$ cat src/rtl/csr_ctrl_if.sv
// csr_ctrl_if -- request/response bundle between a core pipeline and csr_ctrl.
//   slave  : the CSR controller side (takes requests and retire pulses,
//            returns ready and the response).
//   master : the requesting side.
// Signals:
//   req_valid_i/req_ready_o    request handshake
//   req_addr_i                 12-bit CSR address
//   req_control_i              operation: PASS / SET / CLEAR (2'b11 acts as PASS)
//   req_op_a_i                 source operand (rs1 value or zimm)
//   req_wr_en_i                0 = read-only access
//   retire_i                   one-cycle pulse per retired instruction
//   resp_valid_o               one-cycle pulse that completes an access
//   resp_rdata_o               CSR value before any update (0 when illegal)
//   resp_illegal_o             access was illegal (qualified by resp_valid_o)
interface csr_ctrl_if #(
    parameter int WIDTH = 32
);
    logic             req_valid_i;
    logic             req_ready_o;
    logic [11:0]      req_addr_i;
    logic [1:0]       req_control_i;
    logic [WIDTH-1:0] req_op_a_i;
    logic             req_wr_en_i;
    logic             retire_i;
    logic             resp_valid_o;
    logic [WIDTH-1:0] resp_rdata_o;
    logic             resp_illegal_o;

    modport slave (
        input  req_valid_i, req_addr_i, req_control_i, req_op_a_i, req_wr_en_i, retire_i,
        output req_ready_o, resp_valid_o, resp_rdata_o, resp_illegal_o
    );

    modport master (
        output req_valid_i, req_addr_i, req_control_i, req_op_a_i, req_wr_en_i, retire_i,
        input  req_ready_o, resp_valid_o, resp_rdata_o, resp_illegal_o
    );
endinterface

$ cat src/rtl/csr_ctrl.sv
// csr_ctrl -- machine-mode CSR file with a 3-state access FSM.
// Implements mscratch (0x340), mstatus (0x300, bits 3 and 7 only),
// mcycle (0xB00), minstret (0xB02) and read-only mhartid (0xF14).
// Each access takes IDLE (accept) -> READ (sample old value, decode)
// -> WRITE (respond, commit), i.e. one access every 3 cycles.
// Ports:
//   clk_i    rising-edge clock
//   reset_i  asynchronous active-high reset
//   bus      csr_ctrl_if slave modport (request, retire, response)
module csr_ctrl #(
    parameter int WIDTH   = 32,
    parameter int HART_ID = 0
) (
    input  logic         clk_i,
    input  logic         reset_i,
    csr_ctrl_if.slave    bus
);
    localparam logic [1:0] CSR_SET   = 2'b01;
    localparam logic [1:0] CSR_CLEAR = 2'b10;
    // 2'b00 is PASS; 2'b11 falls through to PASS as well.

    localparam logic [11:0] A_MSTATUS  = 12'h300;
    localparam logic [11:0] A_MSCRATCH = 12'h340;
    localparam logic [11:0] A_MCYCLE   = 12'hB00;
    localparam logic [11:0] A_MINSTRET = 12'hB02;
    localparam logic [11:0] A_MHARTID  = 12'hF14;

    localparam logic [WIDTH-1:0] MSTATUS_MASK = WIDTH'(8'h88);

    typedef enum logic [1:0] {IDLE, READ, WRITE} state_t;

    typedef struct packed {
        logic [11:0]      addr;
        logic [1:0]       control;
        logic [WIDTH-1:0] op_a;
        logic             wr_en;
    } req_t;

    state_t           state, state_nxt;
    req_t             req_q;
    logic [WIDTH-1:0] old_q;
    logic             illegal_q;

    logic [WIDTH-1:0] mscratch, mstatus, mcycle, minstret;

    logic [WIDTH-1:0] csr_rdata;
    logic             csr_hit;
    logic             legal;
    logic [WIDTH-1:0] new_val;
    logic             commit;

    // Read mux and legality, driven from the latched request so nothing on
    // the bus after acceptance can disturb the access in flight.
    always_comb begin
        csr_rdata = '0;
        csr_hit   = 1'b1;
        case (req_q.addr)
            A_MSCRATCH: csr_rdata = mscratch;
            A_MSTATUS:  csr_rdata = mstatus;
            A_MCYCLE:   csr_rdata = mcycle;
            A_MINSTRET: csr_rdata = minstret;
            A_MHARTID:  csr_rdata = WIDTH'(HART_ID);
            default:    csr_hit   = 1'b0;
        endcase
        legal = csr_hit && !(req_q.wr_en && req_q.addr == A_MHARTID);
    end

    always_comb begin
        case (req_q.control)
            CSR_SET:   new_val = old_q | req_q.op_a;
            CSR_CLEAR: new_val = old_q & ~req_q.op_a;
            default:   new_val = req_q.op_a;
        endcase
    end

    assign commit = (state == WRITE) && !illegal_q && req_q.wr_en;

    // FSM state register plus per-access holding registers.
    always_ff @(posedge clk_i or posedge reset_i) begin
        if (reset_i) begin
            state     <= IDLE;
            req_q     <= '0;
            old_q     <= '0;
            illegal_q <= 1'b0;
        end else begin
            state <= state_nxt;
            if (state == IDLE && bus.req_valid_i) begin
                req_q.addr    <= bus.req_addr_i;
                req_q.control <= bus.req_control_i;
                req_q.op_a    <= bus.req_op_a_i;
                req_q.wr_en   <= bus.req_wr_en_i;
            end
            if (state == READ) begin
                // Counters are snapshotted here, so the response shows the
                // READ-cycle value even though they keep moving in WRITE.
                old_q     <= csr_rdata;
                illegal_q <= !legal;
            end
        end
    end

    always_comb begin
        state_nxt = state;
        case (state)
            IDLE:    if (bus.req_valid_i) state_nxt = READ;
            READ:    state_nxt = WRITE;
            WRITE:   state_nxt = IDLE;
            default: state_nxt = IDLE;
        endcase
    end

    // CSR storage. A committed write beats the counter increment / retire.
    always_ff @(posedge clk_i or posedge reset_i) begin
        if (reset_i) begin
            mscratch <= '0;
            mstatus  <= '0;
            mcycle   <= '0;
            minstret <= '0;
        end else begin
            if (commit && req_q.addr == A_MSCRATCH) mscratch <= new_val;
            if (commit && req_q.addr == A_MSTATUS)  mstatus  <= new_val & MSTATUS_MASK;

            if (commit && req_q.addr == A_MCYCLE) mcycle <= new_val;
            else                                  mcycle <= mcycle + WIDTH'(1);

            if (commit && req_q.addr == A_MINSTRET) minstret <= new_val;
            else if (bus.retire_i)                  minstret <= minstret + WIDTH'(1);
        end
    end

    assign bus.req_ready_o    = (state == IDLE);
    assign bus.resp_valid_o   = (state == WRITE);
    assign bus.resp_rdata_o   = (state == WRITE && !illegal_q) ? old_q : '0;
    assign bus.resp_illegal_o = (state == WRITE) && illegal_q;
endmodule

$ cat src/flat_wrapper.sv
// flat-port wrapper written by rule: the top's interface ports become plain ports
module csr_ctrl_flat 
#(
    parameter int WIDTH   = 32,
    parameter int HART_ID = 0
)
  (clk_i, reset_i, bus_req_valid_i, bus_req_addr_i, bus_req_control_i, bus_req_op_a_i, bus_req_wr_en_i, bus_retire_i, bus_req_ready_o, bus_resp_valid_o, bus_resp_rdata_o, bus_resp_illegal_o);
  csr_ctrl_if #(.WIDTH(WIDTH)) bus_i ();
  input  logic clk_i;
  input  logic reset_i;
  input wire logic [$bits(bus_i.req_valid_i)-1:0] bus_req_valid_i;
  input wire logic [$bits(bus_i.req_addr_i)-1:0] bus_req_addr_i;
  input wire logic [$bits(bus_i.req_control_i)-1:0] bus_req_control_i;
  input wire logic [$bits(bus_i.req_op_a_i)-1:0] bus_req_op_a_i;
  input wire logic [$bits(bus_i.req_wr_en_i)-1:0] bus_req_wr_en_i;
  input wire logic [$bits(bus_i.retire_i)-1:0] bus_retire_i;
  output wire logic [$bits(bus_i.req_ready_o)-1:0] bus_req_ready_o;
  output wire logic [$bits(bus_i.resp_valid_o)-1:0] bus_resp_valid_o;
  output wire logic [$bits(bus_i.resp_rdata_o)-1:0] bus_resp_rdata_o;
  output wire logic [$bits(bus_i.resp_illegal_o)-1:0] bus_resp_illegal_o;
  assign bus_i.req_valid_i = bus_req_valid_i;
  assign bus_i.req_addr_i = bus_req_addr_i;
  assign bus_i.req_control_i = bus_req_control_i;
  assign bus_i.req_op_a_i = bus_req_op_a_i;
  assign bus_i.req_wr_en_i = bus_req_wr_en_i;
  assign bus_i.retire_i = bus_retire_i;
  assign bus_req_ready_o = bus_i.req_ready_o;
  assign bus_resp_valid_o = bus_i.resp_valid_o;
  assign bus_resp_rdata_o = bus_i.resp_rdata_o;
  assign bus_resp_illegal_o = bus_i.resp_illegal_o;
  csr_ctrl #(.WIDTH(WIDTH), .HART_ID(HART_ID)) u_core (.clk_i(clk_i), .reset_i(reset_i), .bus(bus_i));
endmodule
$ cat config.mk
export PLATFORM = sky130hd
export DESIGN_NAME = csr_ctrl_flat
export DESIGN_NICKNAME = d
export VERILOG_FILES = /design/src/rtl/csr_ctrl_if.sv /design/src/rtl/csr_ctrl.sv /design/src/flat_wrapper.sv
export SDC_FILE = /design/constraint.sdc
export NUM_CORES = 1
export LEC_CHECK = 0
export ABC_AREA = 1
export ABC_CLOCK_PERIOD_IN_PS = 8700
export BUFFER_PORTS_ARGS = -buffer_cell sky130_fd_sc_hd__buf_4
export CAP_MARGIN = 15
export CORE_MARGIN = 3
export CORE_UTILIZATION = 26
export CTS_CLUSTER_SIZE = 12
export DETAILED_ROUTE_END_ITERATION = 8
export HOLD_SLACK_MARGIN = 0.08
export PLACE_DENSITY_LB_ADDON = 0.25
export SYNTH_ARGS = -nofsm -noshare
export SYNTH_HDL_FRONTEND = slang
export SYNTH_SLANG_ARGS = --single-unit
$ cat constraint.sdc
create_clock -name clk_i -period 8.7 [get_ports clk_i]
set_input_delay 1.74 -clock clk_i [delete_from_list [all_inputs] [get_ports clk_i]]
set_output_delay 1.74 -clock clk_i [all_outputs]
set_load 0.1 [all_outputs]
==> metrics.md <==
| Metric | Value |
|---|---|
| Hold-fix buffers at CTS | `0` |
| Post-Synth Adder-Cell Area | `0.488%` |
| Netlist cell types | `32` |
| WL/cell | `16.7 µm` |
| Power Dens Cells | `197 nW/µm²` |
| Initial antenna violation count | `0` |
| Root buf cell | `clkbuf_16` |
| Setup TNS | `0 ns` |
| Die H | `205 µm` |
| Commonest cells after routing, fill and taps aside | `nand2_1 (612), dfrtp_1 (180), nor2_1 (153)` |
| Fillers | `4,325` |
| CTS tree | `done` |
| Slew Viols, Final | `0` |
| Clock slew at reported path FFs | `0.07 ns` |
| Cell area after layout | `12,000 µm²` |
| Routed Antenna Nets | `0` |
| Nets@finish | `1,600` |
| Pleak | `0.00566 µW` |
| Max-cap check violation count | `0` |
| Final setup vio count | `0` |
| Worst setup SP type | `flip-flop` |
| Total Routing Usage GR | `16.9%` |
| Sequential fraction of the synthesis area | `43.9%` |
| Syn Nets | `1,547` |
| Flop-to-flop setup slack | `5.43 ns` |
| Vias | `9,590` |
| RR Endpoint | `u_core.minstret[10]` |
| Largest area contributor in the netlist | `dfrtp_1` |
| Worst relative slew slack | `26.0%` |
| Sink Count | `180` |
| Commonest non-fill, non-tap cell in the layout | `nand2_1` |
| CP Max Fanout | `33` |
| Global route total overflow | `0` |
| HP Start | `u_core.old_q[0]` |
| RSZ-0062 raised after global routing | `false` |
| Worst r2r src | `u_core.state[0]` |
| Initial DRC Count | `599` |
| Simple-Gate Fraction of Synth Area | `38.2%` |
| Synth warn | `0` |
| Tcrit/Tclk final | `49.0%` |
| Reg area | `4500 µm²` |
| Fraction of layout cells with a size suffix above 1 | `9.51%` |
| Die width | `205 µm` |
| Syn_area_per_cell | `6.88 µm²` |
| Gpl congestion | `0.886` |
| Core box area | `38,800 µm²` |
| HPWL after DPL | `24,900 µm` |
| DR vias/cell | `4.62` |
| Max H-tree Level | `4` |
| Area added between synthesis and finish | `16.6%` |
| Critical path class | `reg -> out` |
| Worst setup EP type | `primary output` |
| IO buf count | `85` |
| Largest family of logic cells by synthesized area | `simple AND/OR/NAND/NOR gates` |
| Post-layout util | `30.8%` |
| Worst-margin pin slew | `1.11 ns` |
| First-pass GRT wire length | `54,800 µm` |
| Synth Area in Compound Gates | `8.61%` |
| Post-CTS Setup Bufs | `0` |
| Worst EP arrival | `2.52 ns` |
| Residual DRC | `0` |
| Peak supply drop | `0.138 mV` |
| Largest net degree at the start of global routing | `89` |
| Hold crit path type | `reg -> reg` |
| I/O pin cnt | `86` |
| Diode count | `0` |
| Clk buf depth | `2` |
| Flops & latches, synth | `180` |
| Worst R2R Path Depth | `8` |
| Endpoints failing hold | `0` |
| Xor-xnor portion of the synthesized cell area | `2.39%` |
| # rows | `72` |
| CP max stage cell | `nand3_2` |
| WHS Path Cells | `2` |
| Multi-input gate area | `5100 µm²` |
| Drt total wl | `34,700 µm` |
| WHS Endpoint | `u_core.old_q[0]` |
| Status | `completed` |
| Slowest stage delay, CP | `0.68 ns` |
| Synth top area share | `43.9%` |
| Critical path required time | `6.96 ns` |
| DIE AREA | `41,900 µm²` |
| Post-cts resize count | `0` |
| Area contributors post-synth | `dfrtp_1 (44%), nand2_1 (22%), nand3_1 (7.3%)` |
| Tmin final | `4.26 ns` |
| Pre-antenna DRT Iters | `5` |
| Clock skew | `0.0102 ns` |
| Worst-Skew Late Latency | `0.44 ns` |
| CTS Buf Count | `17` |
| Post-synthesis mux area share | `0%` |
| Vias in the first global route | `9,369` |
| CP cell instances | `inv_2, nand3_2, nor2_1, buf_4` |
| DP Area | `11,400 µm²` |
| Starting Density | `26.4%` |
| Fmax achieved | `0.235 GHz` |
| Post-synthesis cell count | `1,492` |
| Synthesized area | `10,300 µm²` |
critical path: cells and delay by family (launching register included):
kind	cells	cell delay, ns
buf+inv	2	0.45
flops	1	0.41
simple gates	2	1.21
Yosys cell counts, drive strengths merged:
master and number:
nand2 614, dfrtp 180, nor2 164, nand3 151, o21ai 109, inv 101, clkbuf 36, o21bai 30
buf 26, a21oi 20, xor2 16, xnor2 12, nand3b 11, nand4 9, ha 4, nor3 3
and2 2, and3 1, nor3b 1, nor4 1, o22ai 1
registers in the layout, summed over array words and instances (netlist names):
register	cells
u_core.illegal_q	1
u_core.mcycle	32
u_core.minstret	32
u_core.mscratch	32
u_core.mstatus	2
u_core.old_q	32
u_core.req_q	47
u_core.state	2
area by class of cell:
type | instances | area share [%]
Multi-Input combinational cell | 1149 | 42.7
Inverter | 101 | 3.21
Clock buffer | 19 | 3.78
Sequential cell | 180 | 37.6
Clock inverter | 12 | 1.28
Timing Repair Buffer | 96 | 6.02
Tap cell | 518 | 5.42
worst max path at each step:
stage,from,endpoint,cells past startpoint
after floorplan,reset_i,u_core.illegal_q,1
after global placement,u_core.state[0],bus_resp_rdata_o[10],4
after detailed placement,u_core.state[0],bus_resp_rdata_o[10],4
after CTS,u_core.state[0],bus_resp_rdata_o[10],4
after global routing,u_core.state[0],bus_resp_rdata_o[10],4
final,u_core.state[0],bus_resp_rdata_o[10],4
through the flow:
| step | std cells | total power (µW) | hold slack (ns) | worst slack [ns] |
|---|---|---|---|---|
| CTS | 2075 | 2380 | 0.484 | 4.38 |
| detailed placement | 2044 | 1550 | 0.465 | 4.86 |
| finish | 2075 | 2360 | 0.480 | 4.44 |
| global placement | 2044 | 1550 | 0.462 | 4.87 |
| global route | 2075 | 2480 | 0.503 | 4.28 |
| floorplan | 1492 | 1360 | 0.449 | 2.07 |
metal layers:
layer / up-vias / track usage, % / share of wire (%) / routed length (µm)
met5: - / 0 / 0 / 0
met1: 4517 / 23.1 / 47 / 16300
li1: 4824 / - / - / -
met2: 211 / 27.8 / 47 / 16300
met3: 38 / 2.26 / 3.9 / 1340
met4: 0 / 5.31 / 2.3 / 782
report_power, final:
group	leakage [µW]	internal, µW	total (µW)	switching (µW)
Combinational	0.00301	151	504	354
Sequential	0.00235	925	1030	104
Clock	0.000299	467	822	355
Total	0.00566	1540	2360	813
logic make-up (layout without fill, tap and decap cells):
kind of cell / count (synthesis) / in the layout
DFF: 180 / 180
buffers and inverters: 163 / 228
AOI/OAI and AO/OA: 160 / 160
adders and majority gates: 4 / 4
and+or+nand+nor: 957 / 957
xor gates and xnor gates: 28 / 28
(Power assumes the default switching activity.)
